==> src/rtl/arbitro_enrutamiento_param.sv <==
// Arbiter/router between NUM_VC virtual-channel FIFOs and NUM_DEST destination FIFOs.
// Each cycle, at most one eligible VC is granted. Its head word is popped
// combinationally and pushed to the destination selected by the word's destination field.
// Out-of-range destinations are drained and counted in a saturating drop counter.
module arbitro_enrutamiento_param #(
  parameter int DATA_W     = 6,
  parameter int NUM_VC     = 2,
  parameter int NUM_DEST   = 2,
  parameter int DEST_LSB   = 4,
  parameter int ARB_MODE   = 0,
  parameter int PAUSE_MODE = 0
) (
  input  logic                         clk,
  input  logic                         reset_L,
  input  logic [NUM_VC*DATA_W-1:0]     vc_data,
  input  logic [NUM_VC-1:0]            vc_empty,
  output logic [NUM_VC-1:0]            vc_pop,
  input  logic [NUM_DEST-1:0]          d_pause,
  output logic [NUM_DEST*DATA_W-1:0]   d_data,
  output logic [NUM_DEST-1:0]          d_push,
  output logic [1:0]                   arb_state,
  output logic [7:0]                   drop_cnt
);

  localparam int DEST_W  = (NUM_DEST > 1) ? $clog2(NUM_DEST) : 1;
  localparam int PTR_W   = (NUM_VC > 1) ? $clog2(NUM_VC) : 1;
  localparam int PEXT_W  = 1 << DEST_W;

  typedef enum logic [1:0] {
    ST_RESET  = 2'd0,
    ST_IDLE   = 2'd1,
    ST_ACTIVE = 2'd2,
    ST_STALL  = 2'd3
  } state_t;

  state_t                       state_q, state_d;
  logic [PTR_W-1:0]             ptr_q, ptr_d;
  logic [7:0]                   drop_q, drop_d;
  logic [NUM_DEST-1:0]          push_q, push_d;
  logic [NUM_DEST*DATA_W-1:0]   data_q, data_d;

  logic                         run;
  logic [DATA_W-1:0]            vc_word [NUM_VC];
  logic [NUM_VC-1:0]            elig;
  logic [PEXT_W-1:0]            pause_ext;
  logic                         grant_valid;
  logic [PTR_W-1:0]             grant_idx;
  logic [DATA_W-1:0]            grant_word;
  logic [DEST_W-1:0]            grant_dst;
  logic                         grant_in_range;

  assign run = (state_q != ST_RESET);

  // Pause flags padded with zeros so unreachable destination codes read as "not paused";
  // that makes out-of-range words always eligible and they get drained.
  assign pause_ext = PEXT_W'(d_pause);

  genvar gi;
  generate
    for (gi = 0; gi < NUM_VC; gi++) begin : g_vc
      assign vc_word[gi] = vc_data[gi*DATA_W +: DATA_W];
      if (PAUSE_MODE == 0) begin : g_pause_all
        assign elig[gi] = run && !vc_empty[gi] && !(|pause_ext);
      end else begin : g_pause_dst
        logic [DEST_W-1:0] dst;
        assign dst      = vc_word[gi][DEST_LSB +: DEST_W];
        assign elig[gi] = run && !vc_empty[gi] && !pause_ext[dst];
      end
    end
  endgenerate

  // Grant selection: scan from index 0 (fixed) or from the RR pointer (round robin).
  always_comb begin
    logic [PTR_W-1:0] idx;
    grant_valid = 1'b0;
    grant_idx   = '0;
    idx         = '0;
    for (int k = 0; k < NUM_VC; k++) begin
      idx = (ARB_MODE != 0) ? PTR_W'((int'(ptr_q) + k) % NUM_VC) : PTR_W'(k);
      if (!grant_valid && elig[idx]) begin
        grant_valid = 1'b1;
        grant_idx   = idx;
      end
    end
  end

  assign grant_word     = vc_word[grant_idx];
  assign grant_dst      = grant_word[DEST_LSB +: DEST_W];
  assign grant_in_range = (int'(grant_dst) < NUM_DEST);

  // Pop strobe is combinational so the FIFO advances in the same cycle as the grant.
  assign vc_pop = (reset_L && grant_valid) ? (NUM_VC'(1) << grant_idx) : '0;

  // Next-state computation: FSM, RR pointer, push lanes and drop counter.
  always_comb begin
    state_d = state_q;
    ptr_d   = ptr_q;
    drop_d  = drop_q;
    push_d  = '0;
    data_d  = data_q;
    if (state_q == ST_RESET) begin
      state_d = ST_IDLE;
    end else if (grant_valid) begin
      state_d = ST_ACTIVE;
      ptr_d   = (grant_idx == PTR_W'(NUM_VC - 1)) ? '0 : grant_idx + PTR_W'(1);
      if (grant_in_range) begin
        data_d[int'(grant_dst)*DATA_W +: DATA_W] = grant_word;
        push_d[grant_dst]                        = 1'b1;
      end else if (drop_q != 8'hFF) begin
        drop_d = drop_q + 8'd1;
      end
    end else if (|(~vc_empty)) begin
      state_d = ST_STALL;
    end else begin
      state_d = ST_IDLE;
    end
  end

  // All state registers; reset clears pending pushes so nothing partial reaches a destination.
  always_ff @(posedge clk) begin
    if (!reset_L) begin
      state_q <= ST_RESET;
      ptr_q   <= '0;
      drop_q  <= '0;
      push_q  <= '0;
      data_q  <= '0;
    end else begin
      state_q <= state_d;
      ptr_q   <= ptr_d;
      drop_q  <= drop_d;
      push_q  <= push_d;
      data_q  <= data_d;
    end
  end

  assign d_data    = data_q;
  assign d_push    = push_q;
  assign arb_state = state_q;
  assign drop_cnt  = drop_q;

endmodule

==> config.mk <==
export PLATFORM = sky130hd
export DESIGN_NAME = arbitro_enrutamiento_param
export DESIGN_NICKNAME = d
export VERILOG_FILES = /design/src/rtl/arbitro_enrutamiento_param.sv
export SDC_FILE = /design/constraint.sdc
export NUM_CORES = 1
export LEC_CHECK = 0
export BUFFER_PORTS_ARGS = -buffer_cell sky130_fd_sc_hd__buf_2
export CAP_MARGIN = 25
export CORE_ASPECT_RATIO = 1.25
export CORE_MARGIN = 2
export CORE_UTILIZATION = 41
export CTS_CLUSTER_DIAMETER = 50
export CTS_CLUSTER_SIZE = 16
export DETAILED_ROUTE_END_ITERATION = 12
export HOLD_SLACK_MARGIN = 0.08
export PLACE_DENSITY_LB_ADDON = 0.3
export SYNTH_ARGS = -nofsm -noshare
export SYNTH_HDL_FRONTEND = slang
export SYNTH_SLANG_ARGS = --single-unit
export TNS_END_PERCENT = 10
==> constraint.sdc <==
create_clock -name clk -period 1.6 [get_ports clk]
set_input_delay 0 -clock clk [delete_from_list [all_inputs] [get_ports clk]]
set_output_delay 0 -clock clk [all_outputs]
set_load 0.05 [all_outputs]
==> metrics <==
status=finished clean; IO buf count=34; synthesized area=721.9 um2; final hold violation count=0; routability-driven placement congestion ratio=around 0.83; Placed Area=around 900 um2; first-pass GRT wire length=2815 um; slowest stage cell on the critical path=o21ai_1; CP arrival=1.46 ns; Final nets=approximately 130; layout cells sized above 1=between 40 and 50%; Peak VDD IR=between 400 and 500 uV; CTS Buf Count=3; crit start category=register; drt first-iter violations=20; via count=718; Vias/cell=~5.5; Worst R2R Start=arb_state[1]$_SDFF_PP0_; pin count of the biggest net entering global routing=19; FMAX=0.6873 GHz; min-delay src=reset_L; I/O Pins=44; die width=~42 um; RSZ-0062 raised after global routing=no; DRC errors left=0; die height=a little over 50 um; CP max stage delay=~0.52 ns; Synth Instances=76; number of global-route vias before repair=632; most common cell after layout, fill and taps aside=buf_2; Core Rows=16; Max-Slew Margin vs Limit=around 57%; Setup Fix Bufs, Post-CTS=0; sequential share of the synthesized area=roughly two fifths; Clock Latency Late Sink=between 0.2 and 0.3 ns; n_diodes=0; Worst Hold Depth=2; Clock Tree Buf Depth=2; max-cap violations=0; Slew Limit Fails=0; total track usage=around 18%; worst hold slack=just under 0.1 ns; clock skew=0.004023 ns; hpwl dp=1351 um; Clk pin slew, worst setup/hold paths=0.09 ns; crit end category=output pin; Setup WS pre-CTS=0.2538 ns; post-route minimum period=between 1 and 1.5 ns; critical path class=reg -> out; final worst setup slack=around 0.14 ns; Hold WC Path Type=in -> reg; commonest non-fill, non-tap cells in the layout=buf_2 (34), dfxtp_1 (13), o21ai_0 (10), o311ai_0 (10), conb_1 (9); initial antenna violation count=0; final std cells w/o fill=131; Core ar.=about 1600 um2; Yosys cell types=20; dpl cells=125; die footprint=2115 um2; worst-margin pin slew=about 0.64 ns; DRT Pass-1 Iters=4; worst-path cell chain=o21ai_1 -> nor4_4 -> buf_2; CTS H-tree depth=1; per-cell routed wire length=approximately 14 um; FF+latch count, synth=15; P&R area growth vs syn=31.37%; CP startpoint=arb_state[1]$_SDFF_PP0_; FF-to-FF path depth=4; average size of a mapped cell=between 9 and 10 um2; Worst Path Max Fanout=5; Cell Pwr Density=between 800 and 900 nW/um2; Synthesis Warnings=0; post-route cell area=approximately 950 um2; grt ovf=0; CTS sink cnt=15; WP data required=between 1.5 and 2 ns; Root Driver=clkbuf_4; final setup vio count=0; Initial Util=45.08%; Setup TNS=0 ns; DRT Wirelength=approximately 1800 um; CTS tree=yes; leakage=between 0.4 and 0.5 nW; ratio of final minimum period to clock period=90.94%; DRT antenna net count=0
[stage by stage]
stage	utilization, %	power [mW]
finish	59.22	0.8379
floorplan	-	0.5867
CTS	59.22	0.8482
global placement	56.33	0.6294
detailed placement	56.33	0.6308
global route	59.22	0.8815
[repair_timing]
| action | CTS | global route |
|---|---|---|
| gates resized for setup | 0 | 0 |
| hold buffers | 2 | 0 |
| endpoints found under the hold margin | 2 | 0 |
[worst max-delay path: cells and delay by family, from the launching register on]
family	cells	cell delay [ns]
AO/OA/AOI/OAI	1	0.52
buffers and inverters	1	0.24
AND/OR/NAND/NOR	1	0.10
flip-flops	1	0.33
[where the power goes]
| part | internal (mW) | switching, mW | leakage, nW | total [mW] |
|---|---|---|---|---|
| Combinational | 0.0601 | 0.170 | 0.288 | 0.230 |
| Sequential | 0.389 | 0.00744 | 0.123 | 0.397 |
| Clock | 0.0967 | 0.115 | 0.0150 | 0.211 |
| Total | 0.546 | 0.292 | 0.426 | 0.838 |
[worst paths after layout]
| path | to | slack (ns) |
|---|---|---|
| setup reg to reg | d_data[5]$_SDFFE_PN0P_ | 0.36 |
| hold / removal | d_data[10]$_SDFFE_PN0P_ | 0.1 |
| hold reg to reg | d_data[10]$_SDFFE_PN0P_ | 0.46 |
| setup / recovery | vc_pop[1] | 0.14 |
[cell type report]
type	count	area, um2
Timing Repair Buffer	38	205.2
Tap cell	18	22.52
Clock buffer	4	26.28
Sequential cell	15	302.8
Inverter	1	3.754
Multi-Input combinational cell	55	387.9
Fill cell	175	653.1
[cells by family after synthesis]
family	share of synthesized area, %
AO/OA/AOI/OAI	32.93
buffers and inverters	13.00
flip-flops	41.59
multiplexers	3.466
other	0.5194
AND/OR/NAND/NOR	8.492
[cell usage after synthesis]
library cell / count / area, um2
or3_4: 1 / 11.26
o21ai_1: 6 / 30.03
inv_1: 1 / 3.750
buf_6: 1 / 11.26
a21boi_0: 1 / 7.510
dfxtp_1: 15 / 300.3
and2_2: 1 / 7.510
or3_1: 1 / 6.260
nor4_1: 2 / 12.51
mux2i_1: 1 / 10.01
o21a_1: 1 / 7.510
nand2b_2: 1 / 8.760
o22a_2: 5 / 50.05
buf_4: 9 / 67.56
clkbuf_1: 3 / 11.26
nor2_1: 4 / 15.01
conb_1: 1 / 3.750
o311ai_0: 10 / 87.58
mux2_4: 1 / 15.01
o21ai_0: 11 / 55.05
[state kept, by name, summed over array words and instances, names as in the netlist]
signal,count
arb_state,2
d_data,11
d_push,2
[per-layer routing]
| layer | part of all wire (%) | GRT usage, % | up-vias |
|---|---|---|---|
| li1 | - | - | 352 |
| met1 | 42 | 21.57 | 328 |
| met2 | 50 | 29.17 | 36 |
| met3 | 7.2 | 3.534 | 2 |
| met4 | 0.98 | 9.677 | 0 |
| met5 | 0 | 0 | - |
Note: power is estimated with default switching activity, not from simulation.
